## config.mk

```make
export PLATFORM = sky130hd
export DESIGN_NAME = fetch_unit
export DESIGN_NICKNAME = d
export VERILOG_FILES = /design/src/rtl/fetch_unit.sv
export SDC_FILE = /design/constraint.sdc
export NUM_CORES = 1
export LEC_CHECK = 0
export BUFFER_PORTS_ARGS = -buffer_cell sky130_fd_sc_hd__buf_4
export CAP_MARGIN = 20
export CORE_MARGIN = 5
export CORE_UTILIZATION = 57
export CTS_BUF_LIST = sky130_fd_sc_hd__clkbuf_8
export DETAILED_ROUTE_END_ITERATION = 8
export PLACE_DENSITY = 0.83
export RECOVER_POWER = 50
export SETUP_SLACK_MARGIN = 0.2
export SYNTH_ARGS = -nofsm -noshare
export SYNTH_HDL_FRONTEND = slang
export SYNTH_SLANG_ARGS = --single-unit
```

## constraint.sdc

```tcl
create_clock -name CLK -period 12 [get_ports CLK]
set_input_delay 3 -clock CLK [delete_from_list [all_inputs] [get_ports CLK]]
set_output_delay 3 -clock CLK [all_outputs]
set_load 0.01 [all_outputs]
```

## src/rtl/fetch_unit.sv

```systemverilog
// Instruction-fetch stage: owns the fetch PC, issues in-order imem requests under a credit
// cap of DEPTH, queues returned instructions for decode and flushes on taken-branch redirects.
//   state | meaning
//   BOOT  | first cycle after reset release, loads startpc
//   RUN   | fetching; responses are pushed into the queue
//   FLUSH | discarding responses to requests issued before the last redirect
module fetch_unit #(
  parameter int ADDR_W  = 64,
  parameter int INSTR_W = 32,
  parameter int DEPTH   = 2
) (
  input  logic               CLK,
  input  logic               resetl,
  input  logic [ADDR_W-1:0]  startpc,
  output logic               imem_req_valid,
  input  logic               imem_req_ready,
  output logic [ADDR_W-1:0]  imem_req_addr,
  input  logic               imem_rsp_valid,
  input  logic [INSTR_W-1:0] imem_rsp_data,
  output logic               inst_valid,
  input  logic               inst_ready,
  output logic [INSTR_W-1:0] inst,
  output logic [ADDR_W-1:0]  inst_pc,
  output logic [10:0]        opcode,
  input  logic               redirect,
  input  logic [ADDR_W-1:0]  redirect_pc
);
  localparam int CW = $clog2(DEPTH + 1);
  localparam int PW = (DEPTH > 1) ? $clog2(DEPTH) : 1;
  localparam logic [ADDR_W-1:0] PC_STEP = ADDR_W'(4);
  localparam logic [ADDR_W-1:0] PC_MASK = ~ADDR_W'(3);

  typedef enum logic [1:0] {BOOT, RUN, FLUSH} state_e;

  state_e             state_q;
  logic [ADDR_W-1:0]  fetch_pc_q, rsp_pc_q;
  logic [CW-1:0]      count_q, outst_q, drop_q;
  logic [PW-1:0]      rd_ptr_q, wr_ptr_q;
  logic [INSTR_W-1:0] q_data [DEPTH];
  logic [ADDR_W-1:0]  q_pc   [DEPTH];

  logic          req_fire, rsp_fire, push, pop;
  logic [CW-1:0] drop_next;
  logic [CW:0]   inflight;

  function automatic logic [PW-1:0] ptr_inc(input logic [PW-1:0] p);
    return (p == PW'(DEPTH - 1)) ? '0 : p + PW'(1);
  endfunction

  assign inflight       = {1'b0, count_q} + {1'b0, outst_q};
  assign imem_req_valid = (state_q == RUN) && !redirect && (inflight < (CW + 1)'(DEPTH));
  assign imem_req_addr  = fetch_pc_q;
  assign req_fire       = imem_req_valid && imem_req_ready;
  // A response with nothing outstanding (e.g. stale across a reset) is ignored.
  assign rsp_fire       = imem_rsp_valid && (state_q != BOOT) && (outst_q != '0);
  assign drop_next      = outst_q - CW'(rsp_fire);
  assign push           = rsp_fire && (drop_q == '0) && !redirect;

  assign inst_valid = (count_q != '0);
  assign pop        = inst_valid && inst_ready && !redirect;
  assign inst       = inst_valid ? q_data[rd_ptr_q] : '0;
  assign inst_pc    = inst_valid ? q_pc[rd_ptr_q] : '0;
  assign opcode     = inst[31:21];

  always_ff @(posedge CLK or negedge resetl) begin
    if (!resetl) begin
      state_q    <= BOOT;
      fetch_pc_q <= '0;
      rsp_pc_q   <= '0;
      count_q    <= '0;
      outst_q    <= '0;
      drop_q     <= '0;
      rd_ptr_q   <= '0;
      wr_ptr_q   <= '0;
    end else if (state_q == BOOT) begin
      state_q    <= RUN;
      fetch_pc_q <= startpc & PC_MASK;
      rsp_pc_q   <= startpc & PC_MASK;
    end else if (redirect) begin
      // Everything still in flight becomes stale; requests are masked this cycle.
      state_q    <= (drop_next != '0) ? FLUSH : RUN;
      fetch_pc_q <= redirect_pc & PC_MASK;
      rsp_pc_q   <= redirect_pc & PC_MASK;
      count_q    <= '0;
      rd_ptr_q   <= '0;
      wr_ptr_q   <= '0;
      outst_q    <= drop_next;
      drop_q     <= drop_next;
    end else begin
      if (req_fire) fetch_pc_q <= fetch_pc_q + PC_STEP;
      outst_q <= outst_q + CW'(req_fire) - CW'(rsp_fire);
      if (rsp_fire && (drop_q != '0)) begin
        drop_q <= drop_q - CW'(1);
        if (drop_q == CW'(1)) state_q <= RUN;
      end
      if (push) begin
        rsp_pc_q <= rsp_pc_q + PC_STEP;
        wr_ptr_q <= ptr_inc(wr_ptr_q);
      end
      if (pop) rd_ptr_q <= ptr_inc(rd_ptr_q);
      if (push && !pop)      count_q <= count_q + CW'(1);
      else if (pop && !push) count_q <= count_q - CW'(1);
    end
  end

  always_ff @(posedge CLK) begin
    if (push) begin
      q_data[wr_ptr_q] <= imem_rsp_data;
      q_pc[wr_ptr_q]   <= rsp_pc_q;
    end
  end

endmodule

```

==> results.py <==
metrics = {
    "floorplan": {
        "fp.dieH_um": 180,
        "initial_utilization_pct": 57.5,
        "dieArea_um2": 32300,
        "core_um2": 28500,
        "rows": 62,
        "die_w_um": 180,
        "ios": 339,
    },
    "run": {
        "maxCapViolCount": 6,
    },
    "power_and_ir_drop": {
        "ir_drop_v": 0.000127,
        "p_sw_share_pct": 39.7,
        "p_seq_share_pct": 43.2,
        "power_frac_comb_pct": 34.5,
        "p_sw_mw": 1.67,
        "p_leak_nw": 7.93,
        "p_int_mw": 2.53,
        "power_density_nw_per_um2": 210,
        "power_frac_clock_pct": 22.3,
    },
    "sta": {
        "fmax_ghz": 0.116,
        "grt_setup_unrepaired": "no",
        "post-route-min-period_ns": 8.63,
        "fin_tns_setup_ns": 0,
        "tightest_slew_ns": 3.30,
        "maxSlewHeadroom_pct": -120,
        "setup_viol": 0,
        "slew_viol_final": 306,
        "finalHoldViolCount": 0,
        "skew_ns": 0.0231,
        "finalCritPeriodShare_pct": 71.9,
        "hold_slack_ns": 0.517,
    },
    "grt": {
        "grt_pass1_vias": 13990,
        "grt.overflow.total": 0,
        "grtUsageMet2_pct": 47.3,
        "grt_use_met3_pct": 7.72,
        "grt.total_usage_pct": 30.1,
        "met1_usage_pct": 41.7,
        "grt_first_pass_wirelength_um": 78400,
        "grt_max_degree": 90,
        "busiest_layer": "met2",
        "grt_antenna_before_repair": 1,
    },
    "clock_tree": {
        "clk_pin_slew_worst_paths_ns": 0.06,
        "hold_buffers": 0,
        "postCtsSetupBuffers": 0,
        "clock_latency_ns": 0.58,
        "clock_sinks": 322,
        "htreeDepth": 2,
        "cts_buffer_depth": 3,
        "numCtsBuffers": 51,
        "root_buffer": "clkbuf_8",
        "cts.repair.resized": 0,
        "cts_tree": "done",
    },
    "final_layout": {
        "drive_gt1_share_pct": 21.3,
        "final_area_um2": 20000,
        "area_growth_pct": 22.0,
        "insertedDiodeCount": 0,
        "fillCellCount": 2160,
        "nets": 2099,
    },
    "setup_path": {
        "start_kind": "input port",
        "crit_chain": "clkbuf_1 -> nor3b_1 -> buf_4",
        "cp.buffers_inverters": 2,
        "cp_max_fo": 84,
        "slowest_delay_ns": 2.19,
        "cpMaxStageDelayCell": "clkbuf_1",
        "critPathTopFamily": "buffers and inverters",
        "cp.arrival_ns": 5.63,
        "startpoint": "redirect",
        "reg2reg_from": "state_q[1]",
        "cp-end-kind": "primary output",
        "required_ns": 9.00,
        "setup.worst_path.class": "in2out",
    },
    "detailed_routing": {
        "vias": 14844,
        "first_iter_violations": 1941,
        "avgRoutedWirePerCell_um": 21.8,
        "firstDrtPassIters": 6,
        "avgViaCountPerCell": 6.31,
        "ant_nets": 0,
        "drc": 0,
        "routed_wl_um": 51200,
    },
    "yosys": {
        "synth_area_leader_cell": "edfxtp_1",
        "synth_warnings": 0,
        "ys_seq_area_share_pct": 54.8,
        "yosysTopAreaCellShare_pct": 34.4,
        "synthFlopType": "edfxtp_1",
        "syn_area_per_cell_um2": 10.1,
        "syn_inst": 1624,
        "synth_area_leaders": "edfxtp_1 34%, dfrtp_1 20%, mux2i_1 6.0%",
        "ys_ff_latch": 322,
        "async_flop_share_pct": 41.6,
        "syn-cell-area_um2": 16400,
        "yosysUniqueCellTypes": 66,
        "synth-edff-count": 188,
    },
    "status": {
        "outcome": "finished with violations",
        "violations": "capacitance limit, slew limit",
    },
    "placement": {
        "dp_hpwl_um": 36200,
        "gp_congestion": 0.965,
        "portBuffers": 330,
        "placed_area_um2": 19100,
    },
    "hold_path": {
        "hp-start": "rsp_pc_q[62]",
        "hp-class": "reg2reg",
    },
}
==> metrics by stage <==
stage / utilization, % / cells / power [mW] / setup WS, ns
2_1_floorplan: - / 1627 / 2.59 / 0.721
5_1_grt: 70.2 / 2351 / 4.42 / 3.18
3_5_place_dp: 66.9 / 2256 / 3.26 / 5.14
4_1_cts: 70.6 / 2351 / 4.21 / 5.13
6_report: 70.2 / 2351 / 4.20 / 3.37
3_3_place_gp: 66.9 / 2256 / 3.21 / 5.15
==> sequential cells by signal, indices dropped and copies added (netlist names) <==
signal,cells
count_q,2
drop_q,2
imem_req_addr,62
outst_q,2
q_data,64
q_pc,124
rd_ptr_q,1
rsp_pc_q,62
state_q,2
wr_ptr_q,1
==> layout by cell type, fill, tap and decap left out, types with 5 or more instances in the layout <==
cell type / n
clkbuf_4: 27
nor3_1: 28
a21oi_1: 194
dfrtp_1: 133
and2_1: 9
ha_1: 7
inv_1: 41
o21a_1: 6
a2bb2oi_1: 9
o41ai_1: 5
o22a_1: 7
and3_1: 76
nand3_1: 86
or2_2: 5
o22ai_1: 5
buf_4: 290
o21ai_0: 104
nand2_1: 141
a31oi_1: 15
xor2_1: 14
mux2i_1: 99
and4_1: 15
o31ai_1: 26
clkbuf_1: 30
clkinv_2: 5
clkbuf_8: 68
edfxtp_1: 188
nand4_1: 46
nand2b_1: 6
or4_1: 7
nor4_1: 16
nor2_1: 173
xnor2_1: 12
==> metal layers <==
metal	vias up	part of all wire [%]
li1	6646	-
met1	7037	40
met2	1004	45
met3	157	12
met4	0	3.3
met5	-	0
==> power groups by stage <==
stage / sequential [mW] / combinational, mW / clock, mW
after global placement: 1.80 / 1.40 / 0
final: 1.81 / 1.45 / 0.936
after detailed placement: 1.81 / 1.45 / 0
after floorplan: 1.72 / 0.879 / 0
after global routing: 1.85 / 1.57 / 1.00
after CTS: 1.80 / 1.46 / 0.952
==> worst paths after layout <==
check | to | slack (ns) | cells after the start
setup / recovery | imem_req_valid | 3.37 | 3
hold / removal | q_pc[0][62] | 0.52 | 0
setup reg to reg | q_pc[0][62] | 7.63 | 6
hold reg to reg | q_pc[0][62] | 0.52 | 0
max in group asynchronous | rd_ptr_q | 4.54 | 2
min in group asynchronous | imem_req_addr[18] | 2.99 | 1
==> synth_stat cells (all sizes together), types with 3 or more instances <==
| cell | n |
|---|---|
| ha | 7 |
| o21a | 6 |
| o22a | 7 |
| o31ai | 26 |
| or4 | 9 |
| nand3 | 87 |
| or2 | 5 |
| nor3b | 5 |
| o211ai | 3 |
| nand4 | 47 |
| and4 | 15 |
| nor4 | 20 |
| o22ai | 5 |
| buf | 34 |
| nor3 | 28 |
| dfrtp | 134 |
| nand2b | 6 |
| o41ai | 5 |
| nor4b | 3 |
| o21ai | 104 |
| and2 | 10 |
| edfxtp | 188 |
| clkbuf | 68 |
| xnor2 | 12 |
| inv | 24 |
| a21oi | 194 |
| nand2 | 142 |
| nor2 | 175 |
| o21bai | 3 |
| a2bb2oi | 9 |
| and3 | 76 |
| or3 | 4 |
| a21o | 4 |
| a211oi | 3 |
| xor2 | 14 |
| a31oi | 15 |
| mux2i | 99 |
==> cell families after synthesis <==
family                   count (synthesis)  synth area share, %
multiplexers                            99                 6.03
AND/OR/NAND/NOR                        640                 19.8
adder cells (fa/ha/maj)                  8                0.655
XOR/XNOR                                26                 1.39
AO/OA/AOI/OAI                          402                 14.0
flip-flops                             322                 54.8
other                                    1               0.0228
buffers and inverters                  126                 3.29
==> layout make-up <==
cell class / count / area [um2] / share of cell area, %
Clock buffer: 68 / 936 / 4.67
Multi-Input combinational cell: 1179 / 6920 / 34.5
Timing Repair Buffer: 347 / 2490 / 12.4
Sequential cell: 322 / 9000 / 44.9
Inverter: 24 / 90.1 / 0.449
Tap cell: 384 / 480 / 2.40
Clock inverter: 27 / 121 / 0.605
(Power assumes the default switching activity.)
